===== src/rtl/idli_issue_m_if.sv =====
// Decoder/EX handshake bundle for the idli issue stage.
// master: issue stage side. slave: decoder plus EX side.
interface idli_issue_m_if #(
    parameter int OP_W = 8
);
    logic [OP_W-1:0] i_iss_op;
    logic            i_iss_op_words;
    logic            i_iss_op_vld;
    logic            o_iss_op_rdy;
    logic [OP_W-1:0] o_iss_op;
    logic            o_iss_op_vld;
    logic            i_iss_op_acp;
    logic [3:0]      o_iss_pc;
    logic [3:0]      o_iss_pc_next;

    modport master (
        input  i_iss_op, i_iss_op_words, i_iss_op_vld, i_iss_op_acp,
        output o_iss_op_rdy, o_iss_op, o_iss_op_vld, o_iss_pc, o_iss_pc_next
    );

    modport slave (
        output i_iss_op, i_iss_op_words, i_iss_op_vld, i_iss_op_acp,
        input  o_iss_op_rdy, o_iss_op, o_iss_op_vld, o_iss_pc, o_iss_pc_next
    );
endinterface


===== src/rtl/idli_issue_m.sv =====
// idli issue stage: op FIFO with per-op PC tracking and nibble-serial PC output to EX.
// Optional IDLI_ISS_PERF_EN adds saturating issued/stall performance counters.
module idli_issue_m #(
    parameter int          DEPTH  = 2,
    parameter logic [15:0] PC_RST = 16'h0000,
    parameter int          OP_W   = 8
) (
    input  logic           i_iss_gck,
    input  logic           i_iss_rst,
    idli_issue_m_if.master iss,
    input  logic           i_iss_redir,
    input  logic [15:0]    i_iss_redir_pc
`ifdef IDLI_ISS_PERF_EN
    ,
    output logic [15:0]    o_iss_perf_issued,
    output logic [15:0]    o_iss_perf_stall
`endif
);
    typedef logic [OP_W-1:0] op_t;

    localparam int PTR_W = $clog2(DEPTH);
    localparam int CNT_W = PTR_W + 1;

    op_t              mem_op_r  [DEPTH];
    logic [15:0]      mem_pc_r  [DEPTH];
    logic [15:0]      mem_pcn_r [DEPTH];
    logic [PTR_W-1:0] wr_ptr_r;
    logic [PTR_W-1:0] rd_ptr_r;
    logic [CNT_W-1:0] count_r;
    logic [15:0]      fetch_pc_r;
    logic [15:0]      pc_sh_r;
    logic [15:0]      pcn_sh_r;
    logic [1:0]       ser_cnt_r;
    logic             ser_busy_r;

    logic             full_s;
    logic             empty_s;
    logic             rdy_s;
    logic             vld_s;
    logic             push_s;
    logic             pop_s;
    logic [15:0]      pc_inc_s;

    assign full_s   = (count_r == CNT_W'(DEPTH));
    assign empty_s  = (count_r == {CNT_W{1'b0}});
    assign rdy_s    = !full_s;
    assign vld_s    = !empty_s;
    assign push_s   = iss.i_iss_op_vld && rdy_s && !i_iss_redir;
    assign pop_s    = vld_s && iss.i_iss_op_acp;
    assign pc_inc_s = fetch_pc_r + (iss.i_iss_op_words ? 16'd2 : 16'd1);

    assign iss.o_iss_op_rdy  = rdy_s;
    assign iss.o_iss_op_vld  = vld_s;
    assign iss.o_iss_op      = mem_op_r[rd_ptr_r];
    assign iss.o_iss_pc      = pc_sh_r[3:0];
    assign iss.o_iss_pc_next = pcn_sh_r[3:0];

    // Entry storage: op plus its fetch PC and sequential next PC.
    always_ff @(posedge i_iss_gck) begin
        if (i_iss_rst) begin
            for (int i = 0; i < DEPTH; i++) begin
                mem_op_r[i]  <= {OP_W{1'b0}};
                mem_pc_r[i]  <= 16'h0000;
                mem_pcn_r[i] <= 16'h0000;
            end
        end else if (push_s) begin
            mem_op_r[wr_ptr_r]  <= iss.i_iss_op;
            mem_pc_r[wr_ptr_r]  <= fetch_pc_r;
            mem_pcn_r[wr_ptr_r] <= pc_inc_s;
        end else begin
            mem_op_r[wr_ptr_r] <= mem_op_r[wr_ptr_r];
        end
    end

    // Pointers and occupancy; a redirect empties the buffer outright.
    always_ff @(posedge i_iss_gck) begin
        if (i_iss_rst || i_iss_redir) begin
            wr_ptr_r <= {PTR_W{1'b0}};
            rd_ptr_r <= {PTR_W{1'b0}};
            count_r  <= {CNT_W{1'b0}};
        end else begin
            if (push_s) wr_ptr_r <= wr_ptr_r + PTR_W'(1);
            else        wr_ptr_r <= wr_ptr_r;
            if (pop_s)  rd_ptr_r <= rd_ptr_r + PTR_W'(1);
            else        rd_ptr_r <= rd_ptr_r;
            case ({push_s, pop_s})
                2'b10:   count_r <= count_r + CNT_W'(1);
                2'b01:   count_r <= count_r - CNT_W'(1);
                default: count_r <= count_r;
            endcase
        end
    end

    // Fetch PC follows pushes and jumps on redirect.
    always_ff @(posedge i_iss_gck) begin
        if (i_iss_rst)        fetch_pc_r <= PC_RST;
        else if (i_iss_redir) fetch_pc_r <= i_iss_redir_pc;
        else if (push_s)      fetch_pc_r <= pc_inc_s;
        else                  fetch_pc_r <= fetch_pc_r;
    end

    // Serial PC shifters: reload on transfer, then four zero-filling nibble shifts.
    always_ff @(posedge i_iss_gck) begin
        if (i_iss_rst) begin
            pc_sh_r    <= 16'h0000;
            pcn_sh_r   <= 16'h0000;
            ser_cnt_r  <= 2'd0;
            ser_busy_r <= 1'b0;
        end else if (pop_s) begin
            pc_sh_r    <= mem_pc_r[rd_ptr_r];
            pcn_sh_r   <= mem_pcn_r[rd_ptr_r];
            ser_cnt_r  <= 2'd0;
            ser_busy_r <= 1'b1;
        end else if (ser_busy_r) begin
            pc_sh_r    <= {4'h0, pc_sh_r[15:4]};
            pcn_sh_r   <= {4'h0, pcn_sh_r[15:4]};
            ser_cnt_r  <= ser_cnt_r + 2'd1;
            ser_busy_r <= (ser_cnt_r != 2'd3);
        end else begin
            pc_sh_r    <= pc_sh_r;
            pcn_sh_r   <= pcn_sh_r;
            ser_cnt_r  <= ser_cnt_r;
            ser_busy_r <= 1'b0;
        end
    end

`ifdef IDLI_ISS_PERF_EN
    logic [15:0] perf_issued_r;
    logic [15:0] perf_stall_r;

    // Saturating transfer and stall counters.
    always_ff @(posedge i_iss_gck) begin
        if (i_iss_rst) begin
            perf_issued_r <= 16'h0000;
            perf_stall_r  <= 16'h0000;
        end else begin
            if (pop_s && (perf_issued_r != 16'hFFFF)) perf_issued_r <= perf_issued_r + 16'd1;
            else                                      perf_issued_r <= perf_issued_r;
            if (vld_s && !iss.i_iss_op_acp && (perf_stall_r != 16'hFFFF))
                perf_stall_r <= perf_stall_r + 16'd1;
            else
                perf_stall_r <= perf_stall_r;
        end
    end

    assign o_iss_perf_issued = perf_issued_r;
    assign o_iss_perf_stall  = perf_stall_r;
`endif
endmodule


===== src/flat_wrapper.sv =====
// flat-port wrapper written by rule: the top's interface ports become plain ports
module idli_issue_m_flat 
#(
    parameter int          DEPTH  = 2,
    parameter logic [15:0] PC_RST = 16'h0000,
    parameter int          OP_W   = 8
)
  (i_iss_gck, i_iss_rst, i_iss_redir, i_iss_redir_pc, iss_i_iss_op, iss_i_iss_op_words, iss_i_iss_op_vld, iss_i_iss_op_acp, iss_o_iss_op_rdy, iss_o_iss_op, iss_o_iss_op_vld, iss_o_iss_pc, iss_o_iss_pc_next);
  idli_issue_m_if #(.OP_W(OP_W)) iss_i ();
  input  logic i_iss_gck;
  input  logic i_iss_rst;
  input  logic i_iss_redir;
  input  logic [15:0] i_iss_redir_pc;
  input wire logic [$bits(iss_i.i_iss_op)-1:0] iss_i_iss_op;
  input wire logic [$bits(iss_i.i_iss_op_words)-1:0] iss_i_iss_op_words;
  input wire logic [$bits(iss_i.i_iss_op_vld)-1:0] iss_i_iss_op_vld;
  input wire logic [$bits(iss_i.i_iss_op_acp)-1:0] iss_i_iss_op_acp;
  output wire logic [$bits(iss_i.o_iss_op_rdy)-1:0] iss_o_iss_op_rdy;
  output wire logic [$bits(iss_i.o_iss_op)-1:0] iss_o_iss_op;
  output wire logic [$bits(iss_i.o_iss_op_vld)-1:0] iss_o_iss_op_vld;
  output wire logic [$bits(iss_i.o_iss_pc)-1:0] iss_o_iss_pc;
  output wire logic [$bits(iss_i.o_iss_pc_next)-1:0] iss_o_iss_pc_next;
  assign iss_i.i_iss_op = iss_i_iss_op;
  assign iss_i.i_iss_op_words = iss_i_iss_op_words;
  assign iss_i.i_iss_op_vld = iss_i_iss_op_vld;
  assign iss_i.i_iss_op_acp = iss_i_iss_op_acp;
  assign iss_o_iss_op_rdy = iss_i.o_iss_op_rdy;
  assign iss_o_iss_op = iss_i.o_iss_op;
  assign iss_o_iss_op_vld = iss_i.o_iss_op_vld;
  assign iss_o_iss_pc = iss_i.o_iss_pc;
  assign iss_o_iss_pc_next = iss_i.o_iss_pc_next;
  idli_issue_m #(.DEPTH(DEPTH), .PC_RST(PC_RST), .OP_W(OP_W)) u_core (.i_iss_gck(i_iss_gck), .i_iss_rst(i_iss_rst), .iss(iss_i), .i_iss_redir(i_iss_redir), .i_iss_redir_pc(i_iss_redir_pc));
endmodule

===== config.mk =====
export PLATFORM = sky130hd
export DESIGN_NAME = idli_issue_m_flat
export DESIGN_NICKNAME = d
export VERILOG_FILES = /design/src/rtl/idli_issue_m_if.sv /design/src/rtl/idli_issue_m.sv /design/src/flat_wrapper.sv
export SDC_FILE = /design/constraint.sdc
export NUM_CORES = 1
export LEC_CHECK = 0
export BUFFER_PORTS_ARGS = -buffer_cell sky130_fd_sc_hd__buf_2
export CAP_MARGIN = 20
export CORE_UTILIZATION = 30
export CTS_CLUSTER_SIZE = 25
export DETAILED_ROUTE_END_ITERATION = 10
export GPL_TIMING_DRIVEN = 0
export SLEW_MARGIN = 15
export SYNTH_ARGS = -nofsm -noshare
export SYNTH_HDL_FRONTEND = slang
export SYNTH_SLANG_ARGS = --single-unit

===== constraint.sdc =====
create_clock -name i_iss_gck -period 4.2 [get_ports i_iss_gck]
set_input_delay 0.21 -clock i_iss_gck [delete_from_list [all_inputs] [get_ports i_iss_gck]]
set_output_delay 0.21 -clock i_iss_gck [all_outputs]
set_load 0.03 [all_outputs]

* Word level (Yosys, flattened, before mapping)
Memories as Yosys holds them, arrays and structs flattened. A register that Yosys moved wholly into a read port is not among the register bits.
Cells that the tools add are included.
Widths: inputs -> output; s select.
** Word-level totals
- Word-level logic and storage cells :: 73
- RAM bits :: 80
- Input port bits :: 30
- Memories :: 3
- Output and inout port bits :: 18
- Bits in registers :: 55
** Memories
- u_core.mem_pc_r :: depth 2, bits a word 16, rd ports 1, clocked after Yosys merged registers in 1, write ports 2, line idli_issue_m.sv:25 : logic [15:0] mem_pc_r [DEPTH];
- u_core.mem_pcn_r :: depth 2, bits a word 16, rd ports 1, clocked after Yosys merged registers in 1, write ports 2, line idli_issue_m.sv:26 : logic [15:0] mem_pcn_r [DEPTH];
- u_core.mem_op_r :: depth 2, bits a word 8, rd ports 1, clocked after Yosys merged registers in 1, write ports 2, line idli_issue_m.sv:24 : op_t mem_op_r [DEPTH];
** Cells by class
- Bitwise logic cells :: 1
- Reduce and logical (&&, ||, !) cells :: 16
- Add/sub/neg operators :: 6
- Equal/unequal tests :: 5
- Muxes and demuxes :: 34
** Operators by type and width (number)
- $mux 16 :: 8
- $reduce_or 16->1 :: 2
- $mux 1 :: 22
- $add 16x16->16 :: 1
- $mux 8 :: 2
- $reduce_or 8->1 :: 1
- $reduce_bool 2->1 :: 3
- $add 2x1->2 const B :: 2
- $eq 2x2->1 const B :: 2
- $pmux 2 s2 :: 1
- $logic_and 1x1->1 :: 3
- $logic_not 1->1 :: 3
- $add 1x1->1 const B :: 2
- $eq 2x1->1 const B :: 1
- $logic_not 2->1 :: 1
- $mux 2 :: 1
- $ne 2x2->1 const B :: 1
- $reduce_and 2->1 :: 1
- $reduce_or 2->1 :: 1
- $sub 2x1->2 const B :: 1
- $logic_or 1x1->1 :: 1
- $ne 0x0->1 :: 1
- $or 1x1->1 :: 1

* Depth between registers and ports, before layout
- Word-level depth :: 11
- Gate-level depth with buffers :: 9

* Worst setup path before layout
Ideal clock, no wire load.
- Path kind :: register to register
- From :: reg u_core.count_r[0]
- To :: mem u_core.mem_op_r[0][0] (netlist bit) (enable)
- Data required time :: 3.754 ns
- Buffers on the path :: 2
- Slack :: 0.822 ns
- Cell stages (with the launch flop) :: 6
- Arrival :: 2.932 ns
- Clock period less this slack :: 3.378 ns
- Cell sequence :: dfxtp_1 -> nand2b_1 -> buf_4 -> buf_2 -> nand3_1 -> o21bai_1
** RTL lines
- from (decl) :: line idli_issue_m.sv:29 : logic [CNT_W-1:0] count_r;
- from (signal assigned) :: line idli_issue_m.sv:80 : count_r <= {CNT_W{1'b0}};
- from (signal assigned) :: line idli_issue_m.sv:87 : 2'b10: count_r <= count_r + CNT_W'(1);
- from (signal assigned) :: line idli_issue_m.sv:88 : 2'b01: count_r <= count_r - CNT_W'(1);
- to (decl) :: line idli_issue_m.sv:24

==> results_tabular.tex <==
\begin{tabular}{lr}
\hline
Metric & Value \\
\hline
\multicolumn{2}{l}{\textbf{Outcome}} \\
\quad Outcome & completed \\
\multicolumn{2}{l}{\textbf{Finish}} \\
\quad Final standard cell area without fillers & $\sim$0.0074 sq mm \\
\quad Number of nets in the final layout & between 600 and 700 \\
\quad Filler cells & 2018 \\
\quad Final standard cell count with taps included and fillers excluded & 908 \\
\quad Area growth, synth to finish & 19.0\% \\
\quad Core occupancy in the finished layout & 36.6\% \\
\quad ANT cells & 0 \\
\quad Fraction of layout instances using a drive strength above 1 & between 10\% and 20\% \\
\multicolumn{2}{l}{\textbf{Critical path}} \\
\quad Crit. path cell count & 5 \\
\quad Maximum fanout encountered on the critical timing path & 10 \\
\quad Critical path buffer and inverter count & 4 \\
\quad Startpoint kind of the worst setup timing path & register \\
\quad Endpoint class of the critical path & output pin \\
\quad Number of cell instances on the worst register-to-register path & 8 \\
\quad Cell-by-cell trace of the critical path & clkbuf\_1, clkbuf\_1, buf\_2, mux2\_2, buf\_2 \\
\quad Slowest CP cell & sky130\_fd\_sc\_hd\_\_clkbuf\_1 \\
\quad Data arrival time of the critical path & 2.38 ns \\
\quad Worst Path Required & about 4 ns \\
\quad Crit path max-delay family & buffers and inverters \\
\quad Kind of critical path & reg -> out \\
\quad Critical register-to-register path startpoint & u\_core.fetch\_pc\_r[0] \\
\quad Register-to-register path setup slack & 1.69 ns \\
\quad Crit path largest cell delay & 0.42 ns \\
\multicolumn{2}{l}{\textbf{Global route}} \\
\quad Total GRT Usage & about 15\% \\
\quad First-pass GRT wire length & $\sim$24000 um \\
\quad Number of global-route vias before repair & 4263 \\
\quad Aggregate global routing overflow & 0 \\
\quad Maximum number of pins on one net before global-route repair & 29 \\
\quad Number of antenna violations at the first check in global routing & 0 \\
\multicolumn{2}{l}{\textbf{Route}} \\
\quad Ratio of routed vias to standard cells & 4.81 \\
\quad Via Count & between 4000 and 5000 \\
\quad Initial DRT Pass Iterations & 5 \\
\quad Detail-routed net length per standard cell & about 17 um \\
\quad Number of design rule violations left after detail routing & 0 \\
\quad Number of nets with antenna violations after detailed routing & 0 \\
\quad Routed Wire Length & 15200 um \\
\quad Initial detailed-routing violation count & 340 \\
\multicolumn{2}{l}{\textbf{STA}} \\
\quad Part of the cycle the worst path needs & 61.7\% \\
\quad Clock Skew & 0.00701 ns \\
\quad Final setup violation count & 0 \\
\quad Count of pins over their slew limit & 0 \\
\quad Unrepaired setup endpoints after global routing & no \\
\quad Relative slew slack & 57.7\% \\
\quad Worst hold slack & 0.0624 ns \\
\quad Setup slack after layout & between 1.5 and 2 ns \\
\quad Post-layout minimum cycle time & 2.59 ns \\
\quad Slew at the pin closest to its max-slew limit & 0.635 ns \\
\quad Number of hold violations in the final report & 0 \\
\quad Fmax & between 300 and 400 MHz \\
\multicolumn{2}{l}{\textbf{Synth}} \\
\quad Area of the mapped netlist & 0.00626 sq mm \\
\quad EDFF count, synth & 80 \\
\quad Portion of the post-synthesis area used by sequential elements & 56.3\% \\
\quad Number of storage elements in the synthesis netlist & $\sim$140 \\
\quad Cells after synthesis & around 560 \\
\quad Distinct cell type count after synthesis & 45 \\
\quad Synthesized area per cell & 11.2 sq um \\
\quad Number of nets produced by synthesis & about 600 \\
\quad Synth async-reset ratio & 0\% \\
\quad Prevailing post-synth register cell & sky130\_fd\_sc\_hd\_\_edfxtp\_1 \\
\quad Number of warnings printed during yosys synthesis & 0 \\
\multicolumn{2}{l}{\textbf{CTS}} \\
\quad Number of CTS-inserted buffers & 17 \\
\quad Clock tree from TritonCTS & built \\
\quad Clock buffer depth & 2 \\
\quad Number of levels in the clock H-tree & 4 \\
\quad Post-CTS repair timing setup buffer count & 0 \\
\quad Clock Latency Late Sink & $\sim$0.42 ns \\
\quad Count of hold-fix buffers inserted at cts & 0 \\
\quad Post-CTS clock slew at the launch and capture registers of the worst setup and hold paths & 0.06 ns \\
\quad CTS Sinks & 136 \\
\quad CTS Root Cell & sky130\_fd\_sc\_hd\_\_clkbuf\_16 \\
\quad Resized cells post-CTS & 0 \\
\multicolumn{2}{l}{\textbf{Place}} \\
\quad Number of port buffers & 45 \\
\quad Placement Setup Slack & 1.70 ns \\
\quad Gpl congestion & 0.843 \\
\quad Post-placement cell count & 876 \\
\quad Detailed placement HPWL & between 10000 and 15000 um \\
\quad Placed cell areas & a little under 0.007 sq mm \\
\multicolumn{2}{l}{\textbf{Pwr}} \\
\quad Share of total power consumed by net switching & 22.8\% \\
\quad Clock share of power & 45.1\% \\
\quad Share of total power in sequential cells & 47.0\% \\
\quad Switching pwr & 0.000732 W \\
\quad PD cells & approximately 430 mW/mm\^{}2 \\
\quad Combinational Power Share & under 10\% \\
\quad Worst vdd rail ir drop & 0.273 mV \\
\quad Static Leakage & 2.68 nW \\
\quad P\_int & 0.00248 W \\
\multicolumn{2}{l}{\textbf{Hold path}} \\
\quad Hold wc startpoint & i\_iss\_redir\_pc[10] \\
\quad Worst min path class & in -> reg \\
\quad Worst Hold Depth & 3 \\
\multicolumn{2}{l}{\textbf{Floorplan}} \\
\quad Core footprint & 0.0204 sq mm \\
\quad Die ar. & 0.0214 sq mm \\
\quad Site Rows & 52 \\
\quad Die width & 146 um \\
\quad I/O pin total & 48 \\
\quad Chip Height & 146 um \\
\quad Initial cell density of the core & slightly above 30\% \\
\multicolumn{2}{l}{\textbf{Job}} \\
\quad Max-cap violations & 0 \\
\hline
\end{tabular}
## layout by cell type (no fill, tap or decap), types with 3 or more instances in the layout
cell / count
sky130_fd_sc_hd__buf_4: 10
sky130_fd_sc_hd__edfxtp_1: 80
sky130_fd_sc_hd__nand3_1: 8
sky130_fd_sc_hd__nand2_1: 8
sky130_fd_sc_hd__dfxtp_1: 56
sky130_fd_sc_hd__a21oi_1: 7
sky130_fd_sc_hd__nor3_1: 9
sky130_fd_sc_hd__and2_1: 47
sky130_fd_sc_hd__a211oi_1: 53
sky130_fd_sc_hd__xnor2_1: 8
sky130_fd_sc_hd__ha_1: 4
sky130_fd_sc_hd__o31ai_1: 3
sky130_fd_sc_hd__or4_1: 3
sky130_fd_sc_hd__or3_1: 6
sky130_fd_sc_hd__nor2b_1: 26
sky130_fd_sc_hd__xor2_1: 14
sky130_fd_sc_hd__nor2_1: 67
sky130_fd_sc_hd__clkbuf_16: 17
sky130_fd_sc_hd__clkbuf_1: 28
sky130_fd_sc_hd__clkinv_1: 5
sky130_fd_sc_hd__a31oi_1: 8
sky130_fd_sc_hd__nand4_1: 8
sky130_fd_sc_hd__clkbuf_8: 3
sky130_fd_sc_hd__and3_1: 3
sky130_fd_sc_hd__buf_2: 57
sky130_fd_sc_hd__o21ai_0: 6
sky130_fd_sc_hd__mux2_2: 12
sky130_fd_sc_hd__inv_1: 9
sky130_fd_sc_hd__mux2i_1: 33
sky130_fd_sc_hd__a311oi_1: 9
## metrics by stage
| stage | power [W] | TNS [ns] |
|---|---|---|
| after detailed placement | 0.00179 | 0 |
| after global routing | 0.00331 | 0 |
| final | 0.00321 | 0 |
| after global placement | 0.00178 | -25.08 |
| after CTS | 0.00323 | 0 |
| after floorplan | 0.00170 | 0 |
## cell usage after synthesis, types with 4 or more instances
cell | n | area (sq um)
sky130_fd_sc_hd__a211oi_1 | 53 | 398
sky130_fd_sc_hd__a21oi_1 | 7 | 35.0
sky130_fd_sc_hd__a311oi_1 | 9 | 78.8
sky130_fd_sc_hd__a31oi_1 | 8 | 50.1
sky130_fd_sc_hd__and2_1 | 47 | 294
sky130_fd_sc_hd__buf_2 | 12 | 60.1
sky130_fd_sc_hd__buf_4 | 10 | 75.1
sky130_fd_sc_hd__clkbuf_1 | 27 | 101
sky130_fd_sc_hd__dfxtp_1 | 56 | 1120
sky130_fd_sc_hd__edfxtp_1 | 80 | 2400
sky130_fd_sc_hd__ha_1 | 4 | 50.1
sky130_fd_sc_hd__inv_1 | 9 | 33.8
sky130_fd_sc_hd__mux2_2 | 12 | 135
sky130_fd_sc_hd__mux2i_1 | 33 | 330
sky130_fd_sc_hd__nand2_1 | 8 | 30.0
sky130_fd_sc_hd__nand3_1 | 8 | 40.0
sky130_fd_sc_hd__nand4_1 | 8 | 50.1
sky130_fd_sc_hd__nor2_1 | 67 | 251
sky130_fd_sc_hd__nor2b_1 | 26 | 163
sky130_fd_sc_hd__nor3_1 | 9 | 45.0
sky130_fd_sc_hd__o21ai_0 | 6 | 30.0
sky130_fd_sc_hd__or3_1 | 6 | 37.5
sky130_fd_sc_hd__xnor2_1 | 8 | 70.1
sky130_fd_sc_hd__xor2_1 | 14 | 123
## worst register-to-register path, stage by stage, from the launching register on
cell	delay, ns
sky130_fd_sc_hd__dfxtp_1	0.39
sky130_fd_sc_hd__ha_1	0.22
sky130_fd_sc_hd__inv_1	0.06
sky130_fd_sc_hd__fa_1	0.42
sky130_fd_sc_hd__and3b_1	0.23
sky130_fd_sc_hd__buf_4	0.17
sky130_fd_sc_hd__nand4_1	0.24
sky130_fd_sc_hd__or3_1	0.38
sky130_fd_sc_hd__a311oi_1	0.28
## sequential cells by signal (all words and copies together) (netlist names), named ones only
name,flops
u_core.mem_pc_r,32
u_core.mem_pcn_r,32
u_core.fetch_pc_r,16
u_core.mem_op_r,16
u_core.pc_sh_r,16
u_core.pcn_sh_r,16
u_core.count_r,2
u_core.ser_cnt_r,2
u_core.rd_ptr_r,1
u_core.ser_busy_r,1
u_core.wr_ptr_r,1
## per-layer routing
layer	up-vias	routed length, um	GRT usage (%)
li1	2160	-	-
met1	2080	7560	20.3
met2	109	6860	22.4
met3	17	554	3.25
met4	0	186	5.31
met5	-	0	0
## worst paths after layout
| kind | endpoint |
|---|---|
| setup reg to reg | u_core.fetch_pc_r[14] |
| hold reg to reg | u_core.pcn_sh_r[13] |
| hold / removal | u_core.fetch_pc_r[10] |
| setup / recovery | iss_o_iss_op[3] |
## power groups by stage
| stage | sequential, W | combinational (W) | clock (W) |
|---|---|---|---|
| floorplan | 0.00153 | 0.000170 | 0 |
| global placement | 0.00154 | 0.000243 | 0 |
| detailed placement | 0.00154 | 0.000252 | 0 |
| CTS | 0.00151 | 0.000254 | 0.00146 |
| global route | 0.00152 | 0.000277 | 0.00152 |
| finish | 0.00151 | 0.000253 | 0.00145 |
## cell families after synthesis
| kind of cell | Yosys count | share of synthesized area [%] |
|---|---|---|
| compound gates | 92 | 10.6 |
| xor+xnor | 22 | 3.08 |
| fa+ha+maj | 5 | 1.12 |
| buf+inv | 61 | 4.62 |
| flops | 136 | 56.3 |
| mux | 45 | 7.44 |
| simple gates | 198 | 16.8 |
## layout make-up
| type | instances | area [sq um] | share of cell area, % |
|---|---|---|---|
| Tap cell | 270 | 338 | 4.54 |
| Timing Repair Buffer | 47 | 265 | 3.56 |
| Sequential cell | 136 | 3520 | 47.3 |
| Buffer | 52 | 255 | 3.43 |
| Inverter | 9 | 33.8 | 0.454 |
| Clock buffer | 21 | 470 | 6.32 |
| Multi-Input combinational cell | 362 | 2460 | 33.0 |
| Clock inverter | 11 | 104 | 1.39 |
Note: power is estimated with default switching activity, not from simulation.
